==> src/rtl/dino_pkg.sv <==
// Shared state encoding and playfield geometry for the dino runner.
// Imported by the game engine and by the VGA renderer.
package dino_pkg;

  typedef enum logic [2:0] {
    IDLE = 3'd0,
    RUN  = 3'd1,
    RISE = 3'd2,
    FALL = 3'd3,
    DEAD = 3'd4
  } state_t;

  localparam logic [9:0] FLOOR_Y   = 10'd360;
  localparam logic [9:0] FLOOR_BOT = 10'd380;
  localparam logic [9:0] CEILING   = 10'd100;

  function automatic logic [7:0] sat_inc(
    input logic [7:0] v
  );
    return (v == 8'hFF) ? v : v + 8'd1;
  endfunction

endpackage

==> src/rtl/sync_edge.sv <==
// 2-flop synchroniser with a one-cycle edge strobe.
// Ports: clk_i, rst_ni, d_i (async in), edge_o (rise if RISE=1, else fall).
module sync_edge #(
  parameter bit RISE    = 1'b1,
  parameter bit RST_VAL = 1'b0
) (
  input  logic clk_i,
  input  logic rst_ni,
  input  logic d_i,
  output logic edge_o
);

  logic meta_q;
  logic sync_q;
  logic prev_q;

  always_ff @(posedge clk_i or negedge rst_ni) begin
    if (!rst_ni) begin
      meta_q <= RST_VAL;
      sync_q <= RST_VAL;
      prev_q <= RST_VAL;
    end else begin
      meta_q <= d_i;
      sync_q <= meta_q;
      prev_q <= sync_q;
    end
  end

  assign edge_o = RISE ? (sync_q & ~prev_q)
                       : (~sync_q & prev_q);

endmodule

==> src/rtl/dino_game_engine.sv <==
// Per-frame dino runner state: FSM, dino/cactus boxes, collision, score.
// Ports: CLK_25, RST_N, vga_vs, jump_n in; box edges, score, game_over, frame_tick out.
module dino_game_engine
  import dino_pkg::*;
#(
  parameter logic [9:0] D_LEFT     = 10'd60,
  parameter logic [9:0] DINO_W     = 10'd30,
  parameter logic [9:0] DINO_H     = 10'd60,
  parameter logic [9:0] JUMP_SPEED = 10'd10,
  parameter logic [9:0] CACTUS_W   = 10'd15,
  parameter logic [9:0] CACTUS_TOP = 10'd200,
  parameter logic [9:0] S_START    = 10'd600,
  parameter logic [9:0] S_SPEED    = 10'd5,
  parameter bit         COLL_EN    = 1'b1
) (
  input  logic       CLK_25,
  input  logic       RST_N,
  input  logic       vga_vs,
  input  logic       jump_n,
  output logic [9:0] d_up,
  output logic [9:0] d_down,
  output logic [9:0] d_left,
  output logic [9:0] d_right,
  output logic [9:0] s_up,
  output logic [9:0] s_down,
  output logic [9:0] s_left,
  output logic [9:0] s_right,
  output logic [7:0] score,
  output logic       game_over,
  output logic       frame_tick
);

  localparam logic [9:0] REST_UP = FLOOR_Y - DINO_H;
  localparam logic [9:0] D_RIGHT = D_LEFT + DINO_W;

  logic       vs_rise;
  logic       key_fall;
  logic       tick_q;
  logic       pend_q;
  state_t     state_q, state_d;
  logic [9:0] up_q, up_d;
  logic [9:0] dn_q;
  logic [9:0] sl_q, sl_d;
  logic [9:0] sr_q;
  logic [7:0] score_q, score_d;
  logic [9:0] sl_mv;
  logic [7:0] sc_mv;
  logic       hit;
  logic       live;

  sync_edge #(.RISE(1'b1), .RST_VAL(1'b0)) u_vs (
    .clk_i  (CLK_25),
    .rst_ni (RST_N),
    .d_i    (vga_vs),
    .edge_o (vs_rise)
  );

  sync_edge #(.RISE(1'b0), .RST_VAL(1'b1)) u_key (
    .clk_i  (CLK_25),
    .rst_ni (RST_N),
    .d_i    (jump_n),
    .edge_o (key_fall)
  );

  always_comb begin
    sl_mv = sl_q - S_SPEED;
    sc_mv = score_q;
    if (sl_q < S_SPEED) begin
      sl_mv = S_START;
      sc_mv = sat_inc(score_q);
    end
  end

  always_comb begin
    state_d = state_q;
    up_d    = up_q;
    sl_d    = sl_q;
    score_d = score_q;
    live    = 1'b0;
    hit     = 1'b0;
    unique case (state_q)
      IDLE: begin
        if (pend_q) begin
          state_d = RUN;
          score_d = 8'd0;
        end
      end
      RUN: begin
        live    = 1'b1;
        sl_d    = sl_mv;
        score_d = sc_mv;
        if (pend_q) state_d = RISE;
      end
      RISE: begin
        live    = 1'b1;
        sl_d    = sl_mv;
        score_d = sc_mv;
        // compare before subtracting so d_up never wraps
        if (up_q <= CEILING + JUMP_SPEED) begin
          up_d    = CEILING;
          state_d = FALL;
        end else begin
          up_d = up_q - JUMP_SPEED;
        end
      end
      FALL: begin
        live    = 1'b1;
        sl_d    = sl_mv;
        score_d = sc_mv;
        if (up_q + JUMP_SPEED + DINO_H >= FLOOR_Y) begin
          up_d    = REST_UP;
          state_d = RUN;
        end else begin
          up_d = up_q + JUMP_SPEED;
        end
      end
      DEAD: begin
        if (pend_q) begin
          state_d = IDLE;
          up_d    = REST_UP;
          sl_d    = S_START;
        end
      end
      default: state_d = IDLE;
    endcase
    hit = (D_RIGHT >= sl_d) &&
          (D_LEFT <= sl_d + CACTUS_W) &&
          (up_d + DINO_H > CACTUS_TOP);
    if (COLL_EN && live && hit) state_d = DEAD;
  end

  always_ff @(posedge CLK_25 or negedge RST_N) begin
    if (!RST_N) begin
      tick_q  <= 1'b0;
      pend_q  <= 1'b0;
      state_q <= IDLE;
      up_q    <= REST_UP;
      dn_q    <= FLOOR_Y;
      sl_q    <= S_START;
      sr_q    <= S_START + CACTUS_W;
      score_q <= 8'd0;
    end else begin
      tick_q <= vs_rise;
      // a tick consumes the old press; a same-cycle edge survives
      if (tick_q) pend_q <= key_fall;
      else if (key_fall) pend_q <= 1'b1;
      if (tick_q) begin
        state_q <= state_d;
        up_q    <= up_d;
        dn_q    <= up_d + DINO_H;
        sl_q    <= sl_d;
        sr_q    <= sl_d + CACTUS_W;
        score_q <= score_d;
      end
    end
  end

  assign d_up       = up_q;
  assign d_down     = dn_q;
  assign d_left     = D_LEFT;
  assign d_right    = D_RIGHT;
  assign s_up       = CACTUS_TOP;
  assign s_down     = FLOOR_Y;
  assign s_left     = sl_q;
  assign s_right    = sr_q;
  assign score      = score_q;
  assign game_over  = (state_q == DEAD);
  assign frame_tick = tick_q;

endmodule
==> config.mk <==
export PLATFORM = sky130hd
export DESIGN_NAME = dino_game_engine
export DESIGN_NICKNAME = d
export VERILOG_FILES = /design/src/rtl/dino_pkg.sv /design/src/rtl/sync_edge.sv /design/src/rtl/dino_game_engine.sv
export SDC_FILE = /design/constraint.sdc
export NUM_CORES = 1
export LEC_CHECK = 0
export CORE_UTILIZATION = 32
export CTS_BUF_LIST = sky130_fd_sc_hd__clkbuf_8
export DETAILED_ROUTE_END_ITERATION = 10
export HOLD_SLACK_MARGIN = 0.02
export PLACE_DENSITY = 0.57
export SYNTH_ARGS = -nofsm -noshare
export SYNTH_HDL_FRONTEND = slang
export SYNTH_SLANG_ARGS = --single-unit
==> constraint.sdc <==
create_clock -name CLK_25 -period 5.2 [get_ports CLK_25]
set_input_delay 0.52 -clock CLK_25 [delete_from_list [all_inputs] [get_ports CLK_25]]
set_output_delay 0.52 -clock CLK_25 [all_outputs]
set_load 0.03 [all_outputs]
==> results.json, run 1 <==
{
  "cpMostUsedCell": "inv_1",
  "die_y_microns": 120,
  "cp_max_fo": 18,
  "globalRoute.totalOverflow": 0,
  "io_buffer_count": 53,
  "cts_tree": "yes",
  "max-cap-violations": 0,
  "core_sq_um": 13400,
  "drt_iter0_markers": 260,
  "avgSynthCellArea_sq_um": 8.45,
  "routedWlPerCell_microns": 15.2,
  "reg2reg_from": "state_q[0]",
  "multi_input_area_sq_um": 2620,
  "syn-cell-area_sq_um": 4460,
  "synthDistinctLibCells": 74,
  "end_kind": "flip-flop",
  "reg2reg_slack_ps": 910,
  "clock-sinks": 57,
  "rsz0062_at_grt": "no",
  "gp_congestion": 0.877,
  "drc_errors": 0,
  "max_slew_margin": 0.283,
  "cp_num_buf_inv": 2,
  "dieArea_sq_um": 14400,
  "tns_ps": 0,
  "synth.yosys.seq_area_share": 0.325,
  "antenna_found_initial": 0,
  "drt-pass1-iter-count": 7,
  "hpwl_microns": 8310,
  "cpLargestDelayFamily": "compound AO/OA/AOI/OAI gates",
  "final_cell_mix": "52 x clkdlybuf4s50_1, 46 x nor2_1, 40 x conb_1",
  "clk_pin_slew_worst_paths_ps": 70,
  "crit_arrival_ps": 4480,
  "grt_pass1_vias": 3766,
  "ys.flop_type": "dfrtp_1",
  "ios": 94,
  "worstSkewPairLatency_ps": 350,
  "crit_slowest_cell": "nor4bb_1",
  "groute.usage.overall": 0.164,
  "totalWireLength_microns": 11400,
  "cts_resized": 0,
  "drv_slew": 0,
  "leakagePower_uw": 0.00204,
  "ant_nets": 0,
  "setup_viol": 0,
  "cellPowerDensity_nw_per_um2": 792,
  "grt_max_degree": 64,
  "status": "finished clean",
  "syn_inst": 528,
  "crit_start": "state_q[0]",
  "crit_path_start_kind": "flip-flop",
  "syn_to_final_growth_pct": 16.2,
  "synth_seq_cells": 57,
  "clk_path_buf_depth": 2,
  "die_width_microns": 120,
  "cp_slowest_stage_delay_ps": 980,
  "cts_buffers": 9,
  "timing.rr.end": "state_q[0]",
  "final_common_cell": "clkdlybuf4s50_1",
  "ctsHtreeMaxLevel": 3,
  "worstPathRequired_ps": 5390,
  "min_path_type": "in -> async",
  "worstPathCellList": "nor4bb_1, nor2_1, a21oi_1, inv_1, ha_1, inv_1, o21ai_0, a311o_1, a2111oi_0, a31oi_1",
  "crit_path_end": "state_q[0]",
  "synth_edf_count": 0,
  "core.rowCount": 42,
  "period_needed_ps": 4290,
  "crit_type": "reg -> reg",
  "vias_per_cell": 5.38,
  "yosysWarningCount": 0,
  "vias": 4037,
  "fin_crit_sh": 0.826,
  "cts_hold_buf": 0,
  "antenna_cells": 0,
  "n_fill_cell": 1359,
  "max_freq_ghz": 0.233,
  "ff_latch_area_sq_um": 1450,
  "total_power_uw": 4110,
  "ys_async_sr_fraction": 1.00,
  "drive_above_1_share": 0.127,
  "final_nets": 584,
  "cts_setup_buffers": 0,
  "clock_skew_ps": 8.94,
  "root_buffer": "clkbuf_8",
  "ir_drop_mv": 0.386,
  "grt_pass1_wl_microns": 18900,
  "start_util": 0.333,
  "tightest_slew_ps": 1060,
  "r2r_cells": 10,
  "cp.depth": 10,
  "finalHoldViolations": 0
}
## synthesized netlist by cell type, types with 11 or more instances
cell | number | area share
dfstp_2 | 21 | 0.12
clkbuf_1 | 14 | 0.012
o21ai_0 | 37 | 0.041
nand2_1 | 31 | 0.026
xnor2_1 | 18 | 0.035
dfrtp_1 | 36 | 0.20
a21oi_1 | 34 | 0.038
nand3_1 | 16 | 0.018
inv_1 | 28 | 0.024
buf_4 | 44 | 0.074
nor2_1 | 46 | 0.039
a31oi_1 | 16 | 0.022
nor3_1 | 16 | 0.018
mux2_2 | 13 | 0.033
ha_1 | 11 | 0.031
## through the flow
stage               area [sq um]  setup WS, ps  utilization  cells  hold slack [ps]
finish                      5190           906        0.387    750              323
global route                5190           504        0.387    750              358
CTS                         5190           948        0.387    750              329
detailed placement          4960           982        0.370    734              341
global placement            4960          1140        0.370    734              334
floorplan                   4610          1070            -    566              224
## layer usage
layer  track usage  wire (microns)  vias up
li1              -               -     1938
met1         0.217            5210     1937
met2         0.261            5340      140
met3        0.0333             576       22
met4        0.0625             278        0
met5             0               0        -
## worst min-delay path by stage
stage / start / end / slack, ps
6_report: RST_N / s_left[0] / 320
5_1_grt: u_vs.meta_q / u_vs.sync_q / 360
4_1_cts: RST_N / s_left[0] / 330
3_5_place_dp: u_vs.meta_q / u_vs.sync_q / 340
3_3_place_gp: u_vs.meta_q / u_vs.sync_q / 330
2_1_floorplan: RST_N / d_down[2] / 220
## sequential cells by signal, summed over array words and instances (netlist names), 3 cells and up
signal,flops
score,8
d_down,8
d_up,10
s_right,10
s_left,10
state_q,3
## power by group
group          internal, uW  total, uW  switching (uW)
registers               654        906             252
logic                  1040       2720            1680
clock network           294        481             187
## cell type report
type,instances,share of cell area
clock inverters,5,0.0150
repair buffers,56,0.106
flip-flops and latches,57,0.280
multi-input cells,414,0.505
clock buffers,11,0.0292
inverters,31,0.0224
well taps,176,0.0425
## cell families after synthesis
family	after synthesis	share of synthesized area
compound gates	164	0.253
xor+xnor	22	0.0432
fa+ha+maj	11	0.0308
buf+inv	95	0.119
flops	57	0.325
mux	20	0.0485
other cells	2	0.00168
simple gates	157	0.177
## worst register-to-register path, cell delays in order (launching register included)
cell and delay (ps):
dfrtp_1 590, nor4bb_1 980, nor2_1 270, a21oi_1 440, inv_1 120, ha_1 200, inv_1 50, o21ai_0 80
a311o_1 350, a2111oi_0 880, a31oi_1 170
Note: power is estimated with default switching activity, not from simulation.
==> run 2: changes to the inputs <==
==> constraint.sdc (replaced) <==
create_clock -name CLK_25 -period 4.2 [get_ports CLK_25]
set_input_delay 0.42 -clock CLK_25 [delete_from_list [all_inputs] [get_ports CLK_25]]
set_output_delay 0.42 -clock CLK_25 [all_outputs]
set_load 0.03 [all_outputs]
==> results.json, run 2 (synthesis gave the netlist of run 1 again) <==
{
  "rsz0062_at_grt": "no",
  "ant_nets": 0,
  "dieArea_sq_um": 14400,
  "drv_slew": 0,
  "gp_congestion": 0.871,
  "io_buffer_count": 53,
  "clk_pin_slew_worst_paths_ps": 70,
  "r2r_cells": 19,
  "crit_arrival_ps": 4150,
  "clock_skew_ps": 11.1,
  "routedWlPerCell_microns": 15.6,
  "grt_pass1_wl_microns": 19500,
  "cp_max_fo": 6,
  "cpLargestDelayFamily": "compound AO/OA/AOI/OAI gates",
  "min_path_type": "in -> async",
  "grt_max_degree": 49,
  "final_nets": 597,
  "max_slew_margin": 0.529,
  "clk_path_buf_depth": 2,
  "max-cap-violations": 0,
  "tightest_slew_ps": 705,
  "leakagePower_uw": 0.00207,
  "cpMostUsedCell": "inv_1",
  "crit_path_start_kind": "flip-flop",
  "cts_hold_buf": 0,
  "die_y_microns": 120,
  "final_cell_mix": "52 x clkdlybuf4s50_1, 46 x nor2_1, 40 x conb_1",
  "antenna_cells": 0,
  "instances_no_fill": 763,
  "status": "finished clean",
  "totalWireLength_microns": 11900,
  "finalHoldViolations": 0,
  "clock-sinks": 57,
  "core.rowCount": 42,
  "ios": 94,
  "antenna_found_initial": 0,
  "vias_per_cell": 5.36,
  "drt-pass1-iter-count": 8,
  "worstPathRequired_ps": 4440,
  "ir_drop_mv": 0.424,
  "cellPowerDensity_nw_per_um2": 973,
  "start_util": 0.333,
  "cp_slowest_stage_delay_ps": 590,
  "placedCellCount": 746,
  "worstPathCellList": "inv_1, ha_1, inv_1, ha_1, nand2_1, mux2_2, o221ai_2, xnor2_1, a31oi_2, nor2_1, a21oi_2, inv_1, ha_1, inv_1, nor3_2, buf_4, nand4b_1, a22o_2, a31o_1",
  "final_common_cell": "clkdlybuf4s50_1",
  "syn_to_final_growth_pct": 18.1,
  "ctsHtreeMaxLevel": 3,
  "hpwl_microns": 8760,
  "tns_ps": 0,
  "globalRoute.totalOverflow": 0,
  "groute.usage.overall": 0.168,
  "cts_tree": "yes",
  "crit_slowest_cell": "dfstp_2",
  "n_fill_cell": 1414,
  "root_buffer": "clkbuf_8",
  "core_sq_um": 13400,
  "finalCoreUtilization": 0.393,
  "cp.depth": 19,
  "drc_errors": 0,
  "vias": 4087,
  "cp_num_buf_inv": 5,
  "setup_viol": 0,
  "crit_type": "reg -> reg",
  "grt_pass1_vias": 3921,
  "fin_crit_sh": 0.933,
  "cts_buffers": 9,
  "end_kind": "flip-flop",
  "period_needed_ps": 3920,
  "total_power_uw": 5130,
  "worstSkewPairLatency_ps": 350,
  "die_width_microns": 120,
  "drive_above_1_share": 0.157,
  "max_freq_ghz": 0.255,
  "drt_iter0_markers": 197
}
[run 2: cell types whose count changed in the layout (fill, tap and decap cells not counted), sizes merged]
cell      previous run  this run
buf                  4        17
bufinv               2         0
clkbuf              11        10
clkinvlp             1         4
[run 2: stage by stage]
stage	worst slack [ps]	instance area [sq um]	hold WS, ps
6_report	283	5270	112
3_3_place_gp	313	5050	338
3_5_place_dp	152	5050	342
5_1_grt	10.8	5270	137
2_1_floorplan	74.7	4610	124
4_1_cts	111	5230	112
[run 2: worst register-to-register path, cell delays in order (launching register included)]
cell      delay (ps)
dfstp_2          590
inv_1             70
ha_1             360
inv_1             90
ha_1             200
nand2_1           70
mux2_2           330
o221ai_2         170
xnor2_1          100
a31oi_2          220
nor2_1           120
a21oi_2          210
inv_1             60
ha_1             230
inv_1            130
nor3_2            70
buf_4            160
nand4b_1         180
a22o_2           250
a31o_1           210
[run 2: final timing paths]
check | endpoint | start | slack [ps]
setup / recovery | state_q[2] | d_up[2] | 280
max in group asynchronous | u_key.sync_q | RST_N | 3190
hold reg to reg | u_vs.sync_q | u_vs.meta_q | 360
hold / removal | s_right[7] | RST_N | 110
min in group CLK_25 | u_vs.sync_q | u_vs.meta_q | 360
setup reg to reg | state_q[2] | d_up[2] | 280
[run 2: per-layer routing]
metal,GRT usage,wire [microns],up-vias
met4,0.0578,182,0
met5,0,0,-
met1,0.215,5340,1973
li1,-,-,1955
met3,0.0323,590,17
met2,0.279,5760,142
[run 2: cell type report]
type                            instances  area (sq um)  area share
Sequential cell                        57          1450       0.276
Inverter                               31           116      0.0221
Tap cell                              176           220      0.0418
Clock buffer                           10           138      0.0261
Multi-Input combinational cell        414          2650       0.503
Timing Repair Buffer                   69           646       0.123
Clock inverter                          6          43.8     0.00831
[run 2: power by group]
| group | leakage, uW | internal (uW) | switching [uW] |
|---|---|---|---|
| sequential | 0.000659 | 810 | 281 |
| clock | 0.0000805 | 229 | 243 |
| combinational | 0.00133 | 1400 | 2170 |
[run 2: timing repair]
| item | in CTS | in global routing |
|---|---|---|
| endpoints found under the setup margin | 0 | 4 |
| resized for setup | 0 | 6 |
| setup buffers | 0 | 1 |
